### src/rtl/i2c_slave_target_if.sv
// Bus-side and user-side signal bundle for the I2C target.
interface i2c_slave_target_if #(
  parameter int unsigned DATA_SIZE = 8
);
  logic                 scl_i;
  logic                 sda_i;
  logic                 sda_oe_o;
  logic                 start_o;
  logic                 stop_o;
  logic                 addr_match_o;
  logic                 rw_o;
  logic [DATA_SIZE-1:0] rx_data_o;
  logic                 rx_valid_o;
  logic [DATA_SIZE-1:0] tx_data_i;
  logic                 tx_req_o;

  modport slave (
    input  scl_i, sda_i, tx_data_i,
    output sda_oe_o, start_o, stop_o, addr_match_o, rw_o,
           rx_data_o, rx_valid_o, tx_req_o
  );

  modport master (
    output scl_i, sda_i, tx_data_i,
    input  sda_oe_o, start_o, stop_o, addr_match_o, rw_o,
           rx_data_o, rx_valid_o, tx_req_o
  );
endinterface

### src/rtl/i2c_slave_target.sv
// I2C target: oversampled SCL/SDA, fixed 7-bit address, open-drain SDA, no clock stretching.
module i2c_slave_target #(
  parameter int unsigned DATA_SIZE  = 8,
  parameter logic [6:0]  SLAVE_ADDR = 7'h3C
) (
  input logic            i2c_core_clk_i,
  input logic            i2c_core_rst_i,
  i2c_slave_target_if.slave bus
);

  localparam int unsigned CNT_W = 3;
  localparam logic [CNT_W-1:0] LAST_BIT = CNT_W'(DATA_SIZE - 1);

  localparam logic [2:0] ST_IDLE     = 3'd0;
  localparam logic [2:0] ST_ADDR     = 3'd1;
  localparam logic [2:0] ST_ADDR_ACK = 3'd2;
  localparam logic [2:0] ST_WR_DATA  = 3'd3;
  localparam logic [2:0] ST_WR_ACK   = 3'd4;
  localparam logic [2:0] ST_RD_DATA  = 3'd5;
  localparam logic [2:0] ST_RD_ACK   = 3'd6;
  localparam logic [2:0] ST_WAIT_END = 3'd7;

  logic scl_meta_q, scl_meta_d, scl_sync_q, scl_sync_d, scl_hist_q, scl_hist_d;
  logic sda_meta_q, sda_meta_d, sda_sync_q, sda_sync_d, sda_hist_q, sda_hist_d;

  logic [2:0]           state_q, state_d;
  logic [CNT_W-1:0]     cnt_q, cnt_d;
  logic [DATA_SIZE-2:0] shift_q, shift_d;
  logic [DATA_SIZE-1:0] tx_byte_q, tx_byte_d;
  logic [DATA_SIZE-1:0] rx_data_q, rx_data_d;
  logic                 sda_oe_q, sda_oe_d;
  logic                 start_q, start_d;
  logic                 stop_q, stop_d;
  logic                 addr_match_q, addr_match_d;
  logic                 rw_q, rw_d;
  logic                 rx_valid_q, rx_valid_d;
  logic                 tx_req_q, tx_req_d;

  logic                 scl_rise_c, scl_fall_c, start_det_c, stop_det_c;
  logic [DATA_SIZE-1:0] shift_in_c;

  // Synchronizer next-state: two stages plus a history flop per line
  always_comb begin
    scl_meta_d = bus.scl_i;
    scl_sync_d = scl_meta_q;
    scl_hist_d = scl_sync_q;
    sda_meta_d = bus.sda_i;
    sda_sync_d = sda_meta_q;
    sda_hist_d = sda_sync_q;
  end

  // Synchronizer flops; reset to the idle-bus level so release never looks like an event
  always_ff @(posedge i2c_core_clk_i or posedge i2c_core_rst_i) begin
    if (i2c_core_rst_i) begin
      scl_meta_q <= 1'b1;
      scl_sync_q <= 1'b1;
      scl_hist_q <= 1'b1;
      sda_meta_q <= 1'b1;
      sda_sync_q <= 1'b1;
      sda_hist_q <= 1'b1;
    end else begin
      scl_meta_q <= scl_meta_d;
      scl_sync_q <= scl_sync_d;
      scl_hist_q <= scl_hist_d;
      sda_meta_q <= sda_meta_d;
      sda_sync_q <= sda_sync_d;
      sda_hist_q <= sda_hist_d;
    end
  end

  // Edge and bus-condition detection on synchronized lines
  always_comb begin
    scl_rise_c  = scl_sync_q & ~scl_hist_q;
    scl_fall_c  = ~scl_sync_q & scl_hist_q;
    start_det_c = scl_sync_q & scl_hist_q & sda_hist_q & ~sda_sync_q;
    stop_det_c  = scl_sync_q & scl_hist_q & ~sda_hist_q & sda_sync_q;
    shift_in_c  = {shift_q, sda_sync_q};
  end

  // Protocol FSM: bus events override any SCL edge in the same cycle
  always_comb begin
    state_d      = state_q;
    cnt_d        = cnt_q;
    shift_d      = shift_q;
    tx_byte_d    = tx_byte_q;
    rx_data_d    = rx_data_q;
    sda_oe_d     = sda_oe_q;
    addr_match_d = addr_match_q;
    rw_d         = rw_q;
    start_d      = 1'b0;
    stop_d       = 1'b0;
    rx_valid_d   = 1'b0;
    tx_req_d     = 1'b0;

    if (start_det_c) begin
      state_d      = ST_ADDR;
      cnt_d        = '0;
      sda_oe_d     = 1'b0;
      addr_match_d = 1'b0;
      start_d      = 1'b1;
    end else if (stop_det_c) begin
      state_d      = ST_IDLE;
      cnt_d        = '0;
      sda_oe_d     = 1'b0;
      addr_match_d = 1'b0;
      stop_d       = 1'b1;
    end else begin
      case (state_q)
        ST_IDLE, ST_WAIT_END: begin
          state_d = state_q;
        end
        ST_ADDR: begin
          if (scl_rise_c) begin
            shift_d = shift_in_c[DATA_SIZE-2:0];
            cnt_d   = cnt_q + CNT_W'(1);
            if (cnt_q == LAST_BIT) begin
              cnt_d = '0;
              // General-call address 0 is never acknowledged
              if ((shift_in_c[DATA_SIZE-1:1] == SLAVE_ADDR) && (shift_in_c[DATA_SIZE-1:1] != 7'd0)) begin
                rw_d    = shift_in_c[0];
                state_d = ST_ADDR_ACK;
              end else begin
                state_d = ST_WAIT_END;
              end
            end
          end
        end
        ST_ADDR_ACK: begin
          if (scl_fall_c) begin
            if (cnt_q == '0) begin
              sda_oe_d     = 1'b1;
              addr_match_d = 1'b1;
              cnt_d        = CNT_W'(1);
            end else begin
              cnt_d = '0;
              if (!rw_q) begin
                sda_oe_d = 1'b0;
                state_d  = ST_WR_DATA;
              end else begin
                tx_byte_d = bus.tx_data_i;
                tx_req_d  = 1'b1;
                sda_oe_d  = ~bus.tx_data_i[DATA_SIZE-1];
                state_d   = ST_RD_DATA;
              end
            end
          end
        end
        ST_WR_DATA: begin
          if (scl_rise_c) begin
            shift_d = shift_in_c[DATA_SIZE-2:0];
            cnt_d   = cnt_q + CNT_W'(1);
            if (cnt_q == LAST_BIT) begin
              rx_data_d  = shift_in_c;
              rx_valid_d = 1'b1;
              cnt_d      = '0;
              state_d    = ST_WR_ACK;
            end
          end
        end
        ST_WR_ACK: begin
          if (scl_fall_c) begin
            if (cnt_q == '0) begin
              sda_oe_d = 1'b1;
              cnt_d    = CNT_W'(1);
            end else begin
              sda_oe_d = 1'b0;
              cnt_d    = '0;
              state_d  = ST_WR_DATA;
            end
          end
        end
        ST_RD_DATA: begin
          // MSB went out on entry; each falling edge presents the next bit, the 8th ends the byte
          if (scl_fall_c) begin
            if (cnt_q == LAST_BIT) begin
              sda_oe_d = 1'b0;
              cnt_d    = '0;
              state_d  = ST_RD_ACK;
            end else begin
              sda_oe_d = ~tx_byte_q[CNT_W'(LAST_BIT - CNT_W'(1) - cnt_q)];
              cnt_d    = cnt_q + CNT_W'(1);
            end
          end
        end
        ST_RD_ACK: begin
          if (scl_rise_c) begin
            if (sda_sync_q) begin
              cnt_d   = '0;
              state_d = ST_WAIT_END;
            end else begin
              cnt_d = CNT_W'(1);
            end
          end else if (scl_fall_c && (cnt_q == CNT_W'(1))) begin
            tx_byte_d = bus.tx_data_i;
            tx_req_d  = 1'b1;
            sda_oe_d  = ~bus.tx_data_i[DATA_SIZE-1];
            cnt_d     = '0;
            state_d   = ST_RD_DATA;
          end
        end
        default: begin
          state_d = ST_IDLE;
          cnt_d   = '0;
        end
      endcase
    end
  end

  // FSM and output registers; asynchronous reset releases SDA immediately
  always_ff @(posedge i2c_core_clk_i or posedge i2c_core_rst_i) begin
    if (i2c_core_rst_i) begin
      state_q      <= ST_IDLE;
      cnt_q        <= '0;
      shift_q      <= '0;
      tx_byte_q    <= '0;
      rx_data_q    <= '0;
      sda_oe_q     <= 1'b0;
      start_q      <= 1'b0;
      stop_q       <= 1'b0;
      addr_match_q <= 1'b0;
      rw_q         <= 1'b0;
      rx_valid_q   <= 1'b0;
      tx_req_q     <= 1'b0;
    end else begin
      state_q      <= state_d;
      cnt_q        <= cnt_d;
      shift_q      <= shift_d;
      tx_byte_q    <= tx_byte_d;
      rx_data_q    <= rx_data_d;
      sda_oe_q     <= sda_oe_d;
      start_q      <= start_d;
      stop_q       <= stop_d;
      addr_match_q <= addr_match_d;
      rw_q         <= rw_d;
      rx_valid_q   <= rx_valid_d;
      tx_req_q     <= tx_req_d;
    end
  end

  assign bus.sda_oe_o     = sda_oe_q;
  assign bus.start_o      = start_q;
  assign bus.stop_o       = stop_q;
  assign bus.addr_match_o = addr_match_q;
  assign bus.rw_o         = rw_q;
  assign bus.rx_data_o    = rx_data_q;
  assign bus.rx_valid_o   = rx_valid_q;
  assign bus.tx_req_o     = tx_req_q;

endmodule

### src/flat_wrapper.sv
// flat-port wrapper written by rule: the top's interface ports become plain ports
module i2c_slave_target_flat 
#(
  parameter int unsigned DATA_SIZE  = 8,
  parameter logic [6:0]  SLAVE_ADDR = 7'h3C
)
  (i2c_core_clk_i, i2c_core_rst_i, bus_scl_i, bus_sda_i, bus_tx_data_i, bus_sda_oe_o, bus_start_o, bus_stop_o, bus_addr_match_o, bus_rw_o, bus_rx_data_o, bus_rx_valid_o, bus_tx_req_o);
  i2c_slave_target_if #(.DATA_SIZE(DATA_SIZE)) bus_i ();
  input logic i2c_core_clk_i;
  input logic i2c_core_rst_i;
  input wire logic [$bits(bus_i.scl_i)-1:0] bus_scl_i;
  input wire logic [$bits(bus_i.sda_i)-1:0] bus_sda_i;
  input wire logic [$bits(bus_i.tx_data_i)-1:0] bus_tx_data_i;
  output wire logic [$bits(bus_i.sda_oe_o)-1:0] bus_sda_oe_o;
  output wire logic [$bits(bus_i.start_o)-1:0] bus_start_o;
  output wire logic [$bits(bus_i.stop_o)-1:0] bus_stop_o;
  output wire logic [$bits(bus_i.addr_match_o)-1:0] bus_addr_match_o;
  output wire logic [$bits(bus_i.rw_o)-1:0] bus_rw_o;
  output wire logic [$bits(bus_i.rx_data_o)-1:0] bus_rx_data_o;
  output wire logic [$bits(bus_i.rx_valid_o)-1:0] bus_rx_valid_o;
  output wire logic [$bits(bus_i.tx_req_o)-1:0] bus_tx_req_o;
  assign bus_i.scl_i = bus_scl_i;
  assign bus_i.sda_i = bus_sda_i;
  assign bus_i.tx_data_i = bus_tx_data_i;
  assign bus_sda_oe_o = bus_i.sda_oe_o;
  assign bus_start_o = bus_i.start_o;
  assign bus_stop_o = bus_i.stop_o;
  assign bus_addr_match_o = bus_i.addr_match_o;
  assign bus_rw_o = bus_i.rw_o;
  assign bus_rx_data_o = bus_i.rx_data_o;
  assign bus_rx_valid_o = bus_i.rx_valid_o;
  assign bus_tx_req_o = bus_i.tx_req_o;
  i2c_slave_target #(.DATA_SIZE(DATA_SIZE), .SLAVE_ADDR(SLAVE_ADDR)) u_core (.i2c_core_clk_i(i2c_core_clk_i), .i2c_core_rst_i(i2c_core_rst_i), .bus(bus_i));
endmodule
### config.mk
export PLATFORM = sky130hd
export DESIGN_NAME = i2c_slave_target_flat
export DESIGN_NICKNAME = d
export VERILOG_FILES = /design/src/rtl/i2c_slave_target_if.sv /design/src/rtl/i2c_slave_target.sv /design/src/flat_wrapper.sv
export SDC_FILE = /design/constraint.sdc
export NUM_CORES = 1
export LEC_CHECK = 0
export CORE_MARGIN = 2
export CORE_UTILIZATION = 45
export DETAILED_ROUTE_END_ITERATION = 12
export HOLD_SLACK_MARGIN = 0.12
export PLACE_DENSITY = 0.67
export SETUP_SLACK_MARGIN = 0.5
export SYNTH_ARGS = -nofsm -noshare
export SYNTH_HDL_FRONTEND = slang
export SYNTH_SLANG_ARGS = --single-unit
### constraint.sdc
create_clock -name i2c_core_clk_i -period 2.8 [get_ports i2c_core_clk_i]
set_clock_uncertainty 0.2 [all_clocks]
set_input_delay 0.7 -clock i2c_core_clk_i [delete_from_list [all_inputs] [get_ports i2c_core_clk_i]]
set_output_delay 0.7 -clock i2c_core_clk_i [all_outputs]
set_load 0.02 [all_outputs]
==> results of run 1 <==
[path summary, 6_finish.rpt]
kind | to | cells after the start
min in group asynchronous | u_core.bus.rx_data_o[3] | 3
min | u_core.sda_hist_d | 0
max in group asynchronous | u_core.cnt_q[0] | 3
max | bus_addr_match_o | 1
max reg2reg | u_core.tx_byte_q[6] | 8
min reg2reg | u_core.sda_hist_d | 0
[power by group]
part	switching, µW	internal [µW]
logic	304	327
clock network	215	203
registers	131	708
[cells in the mapped netlist, drive strengths merged (2+ instances only)]
cell	count
nor2	10
dfstp	6
and4b	2
ha	5
nand3	2
o22ai	2
nor3b	4
nand4	2
a32oi	2
nand2	7
o21bai	2
xnor2	3
buf	7
nand2b	4
a21oi	6
mux2	25
o211ai	4
dfrtp	36
nor2b	6
nor3	9
inv	6
mux4	2
o21ai	6
[timing repair]
item | CTS | global route
setup endpoints to repair | 9 | 12
pin swaps | 1 | 0
gates resized for setup | 1 | 2
buffers inserted | 1 | 2
[layout by cell type (no fill, tap or decap), drive strengths merged, types with 3 or more instances in the layout]
cell	synthesis	final
nor2b	6	6
clkdlybuf4s50	0	25
nand2b	4	4
dfrtp	36	36
clkbuf	1	6
o211ai	4	4
nor3b	4	4
nor2	10	10
mux2	25	25
a21oi	6	6
nand2	7	7
buf	7	7
dfstp	6	6
nor3	9	9
inv	6	7
ha	5	5
o21ai	6	6
xnor2	3	3
[stage by stage]
step | area (µm²) | setup slack (ns) | total power [µW] | utilization, %
global placement | 2470 | 0.507 | 1440 | 52.6
CTS | 2590 | 0.500 | 1880 | 55.1
finish | 2610 | 0.590 | 1890 | 55.5
detailed placement | 2470 | 0.450 | 1450 | 52.6
floorplan | 2160 | 0.734 | 1300 | -
global route | 2610 | 0.527 | 2010 | 55.5
[flip-flops by register name, summed over array words and instances, names as in the netlist, 3 cells and up]
register and cells:
u_core.shift_q 7, u_core.tx_byte_q 8, u_core.state_q 3, u_core.bus.rx_data_o 8, u_core.cnt_q 3
[area by class of cell]
class	count	area, µm²	share of cell area, %
Inverter	7	26.3	1.01
Tap cell	54	67.6	2.59
Timing Repair Buffer	33	324	12.4
Multi-Input combinational cell	125	1030	39.5
Clock buffer	6	82.6	3.17
Clock inverter	2	16.3	0.624
Sequential cell	42	1060	40.7
[cell families after synthesis]
group	after synthesis	share of synthesized area, %
and+or+nand+nor	51	14.7
DFF	42	48.9
muxes	28	15.7
buffers and inverters	15	3.64
xor gates and xnor gates	3	1.21
AOI/OAI and AO/OA	37	12.5
adders and majority gates	6	3.35
[per-layer routing]
layer  track usage [%]  vias up  part of all wire (%)
li1                  -      736                     -
met1              25.0      745                    48
met2              29.2       44                    46
met3              3.98        6                   4.4
met4              8.28        0                   1.4
met5                 0        -                     0
==> results.cfg, run 1 <==
[sta]
tightest_slew_ns = 0.523
slew_headroom_pct = 65.1
fin_hold_ws_ns = 0.163
fmax_mhz = 452
finalSetupViolations = 0
setup_tns_ns = 0
rsz0062_at_grt = false
slew_viol_final = 0
min_period_ns = 2.21
fin_crit_sh_pct = 78.9
hold_viol = 0

[power]
leakagePower_uw = 0.00112
peakVddDrop_mv = 0.408
p_per_area_nw_per_um2 = 724

[setup_path]
crit_required_ns = 1.90
end_kind = output pin
cp_max_fo = 2
worstPathArrival_ns = 1.31
criticalPathCategory = reg -> out
path_delay_family = buffers and inverters
cp-start-kind = flip-flop
r2r-start = u_core.cnt_q[1]
ff2ff_setup_slack_ns = 0.63
max_stage_delay_ns = 0.63
crit_start = u_core.bus.addr_match_o
slowest_stage = clkdlybuf4s50_1
cp_cell_sequence = clkdlybuf4s50_1
cp_num_buf_inv = 1

[flow_run]
maxCapViolations = 0

[floorplan]
die_w_um = 73.4
num_io_pins = 27
coreArea_um2 = 4690
die_area_um2 = 5380
rows = 25
die_h_um = 73.4
initial_utilization_pct = 46.1

[cts]
clockBufferDepth = 2
path_clk_slew_ns = 0.08
cts-hold-fix-buffers = 0
htreeDepth = 2
cts.sinks = 42
clock_latency_ns = 0.29
tritoncts = done
cts-buffers-inserted = 5
clockRootBuffer = clkbuf_8

[yosys]
ys_seq_elements = 42
postSynthAreaPerCell_um2 = 11.9
synth_top_area_cell = dfrtp_1
ys_seq_area_share_pct = 48.9
synth_warnings = 0
syn-instance-count = 182
yosysUniqueCellTypes = 56
netlist_area_um2 = 2160
synth_area_leaders = dfrtp_1 42%, mux2_2 12%, dfstp_2 7.3%, ha_1 2.9%, mux4_2 2.1%
async_flop_share_pct = 100
synth_edf_count = 0
ys.flop_type = dfrtp_1
synth_nets = 199
synth.top_cell.area_share_pct = 41.6

[layout]
final_layout_size_suffix_gt1_share_pct = 27.0
nets = 231
synthToLayoutAreaGrowth_pct = 20.4
final_cell_count_no_fill = 269
antenna_cells = 0
fillerInstances = 405

[drt]
wl_um = 4450
drc = 0
wl_per_cell_um = 16.5
viasPerCell = 5.69
ant_nets = 0
drtIter0Drc = 133
drt-pass1-iter-count = 4
routed-via-count = 1531

[global_route]
grt_first_pass_wirelength_um = 7670
grt_pass1_vias = 1578
grt_max_degree = 43
grt-ovfl-total = 0
antenna_found_initial = 0
grt_usage_pct = 18.7

[place]
portBuffers = 26
dp_hpwl_um = 3130
gp_congestion = 0.901
dp_cells = 258

[min_path]
min_path_type = reg -> reg
min_from = u_core.sda_meta_q

[outcome]
status = finished, final reports clean
Note: power is estimated with default switching activity, not from simulation.
==> run 2: changes to the inputs <==
clock period = 2.1 ns   (was 2.8 ns; I/O delays follow)
==> results.cfg, run 2 (synthesis results as in run 1) <==
[setup_path]
criticalPathCategory = reg -> reg
ff2ff_setup_slack_ns = 0.08
cp-start-kind = flip-flop
crit_required_ns = 2.08
worstPathArrival_ns = 2.00
cp_max_fo = 4
end_kind = flip-flop

[layout]
synthToLayoutAreaGrowth_pct = 40.7
antenna_cells = 0
nets = 263
fillerInstances = 363
final_cell_area_um2 = 3050
final_cell_count_no_fill = 301
final_cell_mix = 34 x dfrtp_1, 28 x buf_4, 17 x mux2_4, 16 x buf_2, 11 x clkdlybuf4s50_1
final_common_cell = dfrtp_1
final_layout_size_suffix_gt1_share_pct = 53.4

[drt]
routed-via-count = 1716
wl_met3_um = 229
ant_nets = 0
viasPerCell = 5.70
drtIter0Drc = 129
wl_per_cell_um = 17.6
wl_um = 5300
drt-pass1-iter-count = 4
route.top_layer_used = met4
drc = 0
drt-met1-wl_um = 2440
met2WireLength_um = 2530

[cts]
cts.sinks = 42
tritoncts = done
clockRootBuffer = clkbuf_8
clock_latency_ns = 0.29
cts-buffers-inserted = 5
clockBufferDepth = 2
path_clk_slew_ns = 0.08
htreeDepth = 2

[sta]
finalSetupViolations = 0
slew_viol_final = 0
setup_tns_ns = 0
slew_headroom_pct = 73.4
rsz0062_at_grt = true
tightest_slew_ns = 0.397
fmax_mhz = 496
hold_viol = 0
fin_crit_sh_pct = 96.1
min_period_ns = 2.02
fin_ws_ns = 0.0828

[place]
gp_congestion = 1.02
place_area_um2 = 2650
dp_cells = 275
portBuffers = 26
dpl_worst_slack_ns = 0.0489
dp_hpwl_um = 3590

[power]
leakagePower_uw = 0.00140
peakVddDrop_mv = 0.716
p_per_area_nw_per_um2 = 977

[floorplan]
initial_utilization_pct = 46.1
rows = 25
die_w_um = 73.4
die_area_um2 = 5380
num_io_pins = 27
die_h_um = 73.4
coreArea_um2 = 4690

[global_route]
antenna_found_initial = 0
grt_pass1_vias = 1728
grt_usage_pct = 21.0
grt-ovfl-total = 0
grt_max_degree = 28
grt_first_pass_wirelength_um = 8620

[min_path]
min_path_type = reg -> reg

[flow_run]
maxCapViolations = 0

[outcome]
status = finished, final reports clean
-- run 2: changes by cell type in the layout (fill, tap and decap cells not counted), moves of 3 or more --
cell / previous run / this run
buf_4: 6 / 28
buf_2: 0 / 16
mux2_2: 24 / 8
mux2_4: 1 / 17
clkdlybuf4s50_1: 25 / 11
buf_6: 0 / 7
ha_1: 5 / 1
ha_4: 0 / 4
inv_1: 6 / 3
-- run 2: layer usage --
metal / up-vias / track usage (%)
met2: 49 / 30.3
li1: 802 / -
met3: 10 / 3.84
met5: - / 0
met1: 855 / 31.1
met4: 0 / 8.28
-- run 2: final timing paths --
kind	startpoint	to	cells past startpoint
max	u_core.cnt_q[1]	u_core.state_q[0]	7
max in group asynchronous	i2c_core_rst_i	u_core.scl_hist_q	3
min	u_core.scl_meta_q	u_core.scl_hist_d	0
min in group asynchronous	i2c_core_rst_i	u_core.tx_byte_q[7]	3
min reg2reg	u_core.scl_meta_q	u_core.scl_hist_d	0
max reg2reg	u_core.cnt_q[1]	u_core.state_q[0]	7
-- run 2: repair_timing --
action / 4_1_cts / 5_1_grt
endpoints found under the setup margin: 48 / 33
hold endpoints to repair: 0 / 0
setup buffers: 11 / 6
resized for setup: 98 / 21
pin swaps: 6 / 8
cloned: 1 / 0
hold buffers: 0 / 0
-- run 2: power by group --
| group | total (µW) | internal [µW] | switching [µW] |
|---|---|---|---|
| Clock | 507 | 235 | 272 |
| Combinational | 1350 | 748 | 605 |
| Sequential | 1120 | 945 | 171 |
-- run 2: critical path: stages (launching register included) --
cell and delay, ns:
dfrtp_1 0.40, inv_2 0.08, ha_4 0.15, and4bb_2 0.24, o211ai_1 0.23, o311a_2 0.24, a21oi_2 0.07, mux2_4 0.29
-- run 2: area by class of cell --
| type | count | area [µm²] | area share [%] |
|---|---|---|---|
| clock buffers | 6 | 72.6 | 2.38 |
| clock inverters | 2 | 13.8 | 0.452 |
| inverters | 7 | 33.8 | 1.11 |
| multi-input cells | 126 | 1280 | 42.1 |
| flip-flops and latches | 42 | 1060 | 34.8 |
| well taps | 54 | 67.6 | 2.22 |
| repair buffers | 64 | 514 | 16.9 |
-- run 2: metrics by stage --
step                      hold slack, ns  utilization (%)  power [µW]
after global placement             0.146             56.4        2090
final                              0.158             64.9        2980
after global routing               0.163             64.9        3170
after detailed placement           0.149             56.4        2120
after CTS                          0.161             61.8        2860
after floorplan                    0.145                -        1780
==> run 3: changes to the inputs <==
CTS_CLUSTER_SIZE = 12   (was not set)
==> results of run 3 <==
Final layout, timing and power as in run 2 (identical DEF).
